## config.mk

```make
export PLATFORM = sky130hd
export DESIGN_NAME = wdf_sched
export DESIGN_NICKNAME = d
export VERILOG_FILES = /design/src/rtl/mc_pkg.sv /design/src/rtl/wdf_wl_wheel.sv /design/src/rtl/wdf_sched.sv
export SDC_FILE = /design/constraint.sdc
export NUM_CORES = 1
export LEC_CHECK = 0
export ABC_AREA = 1
export CAP_MARGIN = 20
export CORE_ASPECT_RATIO = 2
export CORE_UTILIZATION = 44
export DETAILED_ROUTE_END_ITERATION = 8
export PLACE_DENSITY = 0.72
export SYNTH_ARGS = -nofsm -noshare
export SYNTH_HDL_FRONTEND = slang
export SYNTH_SLANG_ARGS = --single-unit
```

## constraint.sdc

```tcl
create_clock -name clk -period 5.9 [get_ports clk]
set_input_delay 0.59 -clock clk [delete_from_list [all_inputs] [get_ports clk]]
set_output_delay 0.59 -clock clk [all_outputs]
set_load 0.1 [all_outputs]
```

## src/rtl/mc_pkg.sv

```systemverilog
// Shared types and constants for the write-data-FIFO scheduler.
// Slot states, wheel entry layout and the lowest-free slot picker.
package mc_pkg;
  localparam int SLOTS  = 8;
  localparam int PTR_W  = 3;
  localparam int DW     = 64;
  localparam int MAX_WL = 16;
  localparam int WL_W   = 5;
  localparam int IDX_W  = $clog2(MAX_WL);

  typedef enum logic [1:0] {
    FREE   = 2'd0,
    FILLED = 2'd1,
    ISSUED = 2'd2
  } slot_st_e;

  typedef struct packed {
    logic             valid;
    logic [PTR_W-1:0] slot;
  } wheel_ent_t;

  // Scan from the top so the lowest set bit wins.
  function automatic logic [PTR_W-1:0] lowest_free(input logic [SLOTS-1:0] free_mask);
    logic [PTR_W-1:0] idx;
    idx = '0;
    for (int i = SLOTS-1; i >= 0; i--)
      if (free_mask[i]) idx = PTR_W'(i);
    return idx;
  endfunction
endpackage

```

## src/rtl/wdf_wl_wheel.sv

```systemverilog
// Write-latency timing wheel: entries shift toward 0 every cycle; a command
// loads at index wl-1 so it reaches entry 0 exactly wl cycles after accept.
module wdf_wl_wheel
  import mc_pkg::*;
(
  input  logic             clk,
  input  logic             rst,
  input  logic             load,
  input  logic [IDX_W-1:0] load_idx,
  input  logic [PTR_W-1:0] load_slot,
  output logic             collision,
  output wheel_ent_t       head
);
  wheel_ent_t [MAX_WL-1:0] ent_q, ent_d, shf;

  always_comb begin
    shf = '0;
    for (int i = 0; i < MAX_WL-1; i++) shf[i] = ent_q[i+1];
    ent_d = shf;
    if (load) ent_d[load_idx] = '{valid: 1'b1, slot: load_slot};
  end

  // Occupied target after the shift means two reads would land in one cycle.
  assign collision = shf[load_idx].valid;
  assign head      = ent_q[0];

  always_ff @(posedge clk or posedge rst)
    if (rst) ent_q <= '0;
    else     ent_q <= ent_d;
endmodule

```

## src/rtl/wdf_sched.sv

```systemverilog
// WDF slot scheduler: allocates slots to host write beats, and issues the
// WDF read for each write command cfg_wl cycles after it is accepted.
module wdf_sched
  import mc_pkg::*;
(
  input  logic              clk,
  input  logic              rst,
  input  logic              hwd_valid,
  output logic              hwd_ready,
  input  logic [DW-1:0]     hwd_data,
  output logic [PTR_W-1:0]  hwd_slot,
  input  logic              wcmd_valid,
  output logic              wcmd_ready,
  input  logic [PTR_W-1:0]  wcmd_slot,
  input  logic [WL_W-1:0]   cfg_wl,
  output logic              wdf_wr,
  output logic [PTR_W-1:0]  wdf_wptr,
  output logic [DW-1:0]     wdf_data,
  output logic              wdf_rd,
  output logic [PTR_W-1:0]  wdf_rptr,
  input  logic              wdf_fir,
  output logic [PTR_W:0]    free_cnt,
  output logic              err
);
  slot_st_e [SLOTS-1:0] slot_q, slot_d;
  logic [SLOTS-1:0]     free_mask;
  logic                 hwd_acc, wcmd_acc, wcmd_ok, wl_bad, collision;
  logic [IDX_W-1:0]     wl_idx;
  wheel_ent_t           head;
  logic                 wr_q, wr_d;
  logic [PTR_W-1:0]     wptr_q, wptr_d;
  logic [DW-1:0]        data_q, data_d;
  logic [PTR_W:0]       free_cnt_q, free_cnt_d;
  logic                 err_q, err_d;

  always_comb
    for (int i = 0; i < SLOTS; i++) free_mask[i] = (slot_q[i] == FREE);

  assign hwd_ready  = |free_mask;
  assign hwd_slot   = lowest_free(free_mask);
  assign hwd_acc    = hwd_valid && hwd_ready;

  // Out-of-range latency falls back to the deepest wheel position.
  assign wl_bad     = (cfg_wl == '0) || (cfg_wl > WL_W'(MAX_WL));
  assign wl_idx     = wl_bad ? IDX_W'(MAX_WL-1) : IDX_W'(cfg_wl - WL_W'(1));
  assign wcmd_ready = !collision;
  assign wcmd_acc   = wcmd_valid && wcmd_ready;
  assign wcmd_ok    = wcmd_acc && (slot_q[wcmd_slot] == FILLED);

  wdf_wl_wheel u_wheel (
    .clk       (clk),
    .rst       (rst),
    .load      (wcmd_ok),
    .load_idx  (wl_idx),
    .load_slot (wcmd_slot),
    .collision (collision),
    .head      (head)
  );

  // Free, issue and fill always touch distinct slots (ISSUED/FILLED/FREE).
  always_comb begin
    slot_d = slot_q;
    if (head.valid) slot_d[head.slot] = FREE;
    if (wcmd_ok)    slot_d[wcmd_slot] = ISSUED;
    if (hwd_acc)    slot_d[hwd_slot]  = FILLED;
    wr_d       = hwd_acc;
    wptr_d     = hwd_acc ? hwd_slot : wptr_q;
    data_d     = hwd_acc ? hwd_data : data_q;
    free_cnt_d = '0;
    for (int i = 0; i < SLOTS; i++)
      free_cnt_d = free_cnt_d + (PTR_W+1)'(slot_d[i] == FREE);
    err_d = err_q || wl_bad || wdf_fir || (wcmd_acc && !wcmd_ok);
  end

  always_ff @(posedge clk or posedge rst)
    if (rst) begin
      for (int i = 0; i < SLOTS; i++) slot_q[i] <= FREE;
      wr_q       <= 1'b0;
      wptr_q     <= '0;
      data_q     <= '0;
      free_cnt_q <= (PTR_W+1)'(SLOTS);
      err_q      <= 1'b0;
    end else begin
      slot_q     <= slot_d;
      wr_q       <= wr_d;
      wptr_q     <= wptr_d;
      data_q     <= data_d;
      free_cnt_q <= free_cnt_d;
      err_q      <= err_d;
    end

  assign wdf_wr   = wr_q;
  assign wdf_wptr = wptr_q;
  assign wdf_data = data_q;
  assign wdf_rd   = head.valid;
  assign wdf_rptr = head.slot;
  assign free_cnt = free_cnt_q;
  assign err      = err_q;
endmodule

```

==> impl_metrics.toml <==
[run_status]
outcome = "completed"

[setup_path]
crit_chain = "clkdlybuf4s50_1 -> inv_2 -> ha_1 -> nand3_4 -> nand2_4 -> nor2_2 -> nor2_1 -> nand2_1 -> nand2_1 -> nor2_4 -> nand4_1 -> nand4_1 -> inv_1 -> fa_1 -> inv_1 -> fa_1 -> inv_1 -> fa_1 -> ha_1 -> inv_1 -> fa_1 -> xnor2_1"
setup.worst_path.class = "input port to register"
cpPeakStageDelay_ns = 0.54
start_kind = "input port"
path_delay_family = "adder cells"
crit_arrival_ns = 5.22
cp_max_fo = 11
path_buf_inv = 6
critical_path.slowest_cell = "fa_1"
worst-path-stages = 22
cp-end-kind = "register"
ff2ff_path_depth = 20
cp.required_ns = 6.21

[route]
drc = 0
vias = 6326
drtIter0Drc = 390
wirelength_mm = 20.3
ant_nets = 0
avgRoutedWirePerCell_um = 16.0
drt_pass1_iterations = 4
vias_per_cell = 4.97

[clock_network]
cts.path.max_buffers = 2
path_clk_slew_ns = 0.06
cts_made_buffers = 17
cts_tree = "done"
postCtsSetupBuffers = 0
cts_hold_buf = 0
cts_sinks = 153
cts_root_buf = "clkbuf_16"
cts-resized-gates = 0
htreeDepth = 4
insertion_delay_ns = 0.43

[sta]
tns_ns = 0
maxSlewHeadroom = 0.301
hold_viol = 0
post-route-period-util = 0.832
hold_slack_ns = 0.472
rsz0062_at_grt = "no"
maxSlewViolCount = 0
tightest_slew_ns = 1.04
period_needed_ns = 4.91
setup_viol = 0
max_clock_freq_mhz = 204
fin_skew_ns = 0.0107
finalWorstSetupSlack_ns = 0.990

[synthesis]
synth-seq-cells = 153
yosys-top-cells-area = "dfrtp_1 (53%), nand2_1 (25%), o21ai_0 (3.9%)"
async_flop_share = 1.00
netlist_instances = 912
yosysSeqAreaShare = 0.530
ys_warn_count = 0
synth_top_area_frac = 0.527
synth_top_area_cell = "dfrtp_1"
synth_edf_count = 0
yosysUniqueCellTypes = 32
synth_flop_cell = "dfrtp_1"
syn_nets = 997
avgSynthCellArea_um2 = 7.92
syn-cell-area_um2 = 7220

[placed_design]
dp_slack_ns = 0.518
portBuffers = 158
dpl_cell_area_um2 = 8880
hpwl_mm = 14.5
gp_congestion = 0.933
dp.cells = 1239

[power_and_ir_drop]
p_int_mw = 2.48
combinationalPowerShare = 0.503
power_leakage_nw = 4.74
fin_total_pwr_mw = 5.12
p_sw_mw = 2.63
p_per_area_nw_per_um2 = 539
max-vdd-ir-drop_mv = 0.413
power_frac_seq = 0.278
swShare = 0.515
clock_power_share = 0.219

[finish]
final_cell_mix = "nand2_1 (475), clkdlybuf4s50_1 (158), dfrtp_1 (152)"
fin_nets = 1143
layout_commonest_cell = "nand2_1"
drive_gt1_frac = 0.0598
nFillCells = 1475
multiInputGateArea_um2 = 2960
seq_area_um2 = 3830
area_growth_pct = 31.5
final_cells = 1272
utilization = 0.596
fin_area_um2 = 9500
antenna_cells = 0

[global_route]
grt_pass1_vias = 6455
grt_antenna_before_repair = 0
grt_pass1_wl_mm = 32.1
grtUsageTotal = 0.250
grt_max_degree = 104
grt_overflow = 0

[floorplan]
fp.dieH_um = 183
start_util = 0.453
core_um2 = 15900
pin_count = 159
dieArea_um2 = 17000
die_x_um = 92.6
rows = 65

[hold_path]
min_path_type = "register to register"
hold_path_depth = 2

[flow_run]
drv_cap = 0
state kept, by name, indices dropped and copies added (netlist names):
| register | cells |
|---|---|
| wdf_wptr | 3 |
| free_cnt | 4 |
| u_wheel.ent_q | 60 |
| err | 1 |
| wdf_wr | 1 |
| wdf_data | 64 |
| slot_q | 16 |
| u_wheel.head | 4 |
worst paths after layout:
path,start,end,slack [ns]
setup / recovery,cfg_wl[0],free_cnt[2]$_DFF_PP0_,0.99
hold / removal,u_wheel.ent_q[61]$_DFF_PP0_,u_wheel.ent_q[57]$_DFF_PP0_,0.47
setup reg to reg,slot_q[13]$_DFF_PP0_,free_cnt[2]$_DFF_PP0_,1.45
hold reg to reg,u_wheel.ent_q[61]$_DFF_PP0_,u_wheel.ent_q[57]$_DFF_PP0_,0.47
max in group asynchronous,rst,u_wheel.head[2]$_DFF_PP0_,3.91
min in group asynchronous,rst,wdf_data[22]$_DFFE_PP0P_,0.72
cell families (layout without fill, tap and decap cells):
group | after synthesis | in the layout | synth area share
buffers and inverters | 93 | 252 | 0.0598
flip-flops | 153 | 153 | 0.530
AO/OA/AOI/OAI | 83 | 83 | 0.0639
adder cells (fa/ha/maj) | 8 | 8 | 0.0180
AND/OR/NAND/NOR | 572 | 572 | 0.324
XOR/XNOR | 3 | 3 | 0.00364
synth_stat cells (all sizes together), types with 3 or more instances:
cell / n
buf: 27
ha: 4
o22ai: 3
inv: 57
o21bai: 15
a21oi: 5
nor2: 47
nand3: 18
nand4: 24
o21ai: 58
clkbuf: 9
dfrtp: 152
nand2: 479
xnor2: 3
fa: 4
worst reg2reg max path, cell delays in order, from the launching register on:
cell	delay, ns
dfrtp_1	0.41
or2_2	0.33
o21ai_0	0.12
nand2_1	0.14
nand2_1	0.08
nand2_1	0.05
nor2_1	0.21
inv_1	0.10
nor2_1	0.13
nand2_1	0.16
nand4_1	0.14
inv_1	0.08
fa_1	0.48
inv_1	0.05
fa_1	0.53
inv_1	0.05
fa_1	0.54
ha_1	0.17
inv_1	0.05
fa_1	0.38
xnor2_1	0.13
cell type report:
cell class / instances / share of cell area
clock buffer: 19 / 0.0466
clock inverter: 13 / 0.0165
inverter: 57 / 0.0233
multi-input combinational: 666 / 0.312
sequential: 153 / 0.403
tap: 201 / 0.0265
timing repair buffer: 163 / 0.172
power groups by stage:
stage | clock, mW | combinational [mW] | sequential, mW
after floorplan | 0 | 0.471 | 2.91
after global placement | 0 | 2.57 | 1.43
after detailed placement | 0 | 2.58 | 1.44
after CTS | 1.14 | 2.58 | 1.42
after global routing | 1.18 | 2.69 | 1.45
final | 1.12 | 2.57 | 1.42
metal layers:
| metal | track usage | vias to the layer above | wire length [um] |
|---|---|---|---|
| met4 | 0.184 | 0 | 1330 |
| met1 | 0.243 | 2961 | 6980 |
| met5 | 0 | - | 0 |
| met2 | 0.464 | 167 | 11500 |
| met3 | 0.0386 | 67 | 550 |
| li1 | - | 3131 | - |
Note: power is estimated with default switching activity, not from simulation.
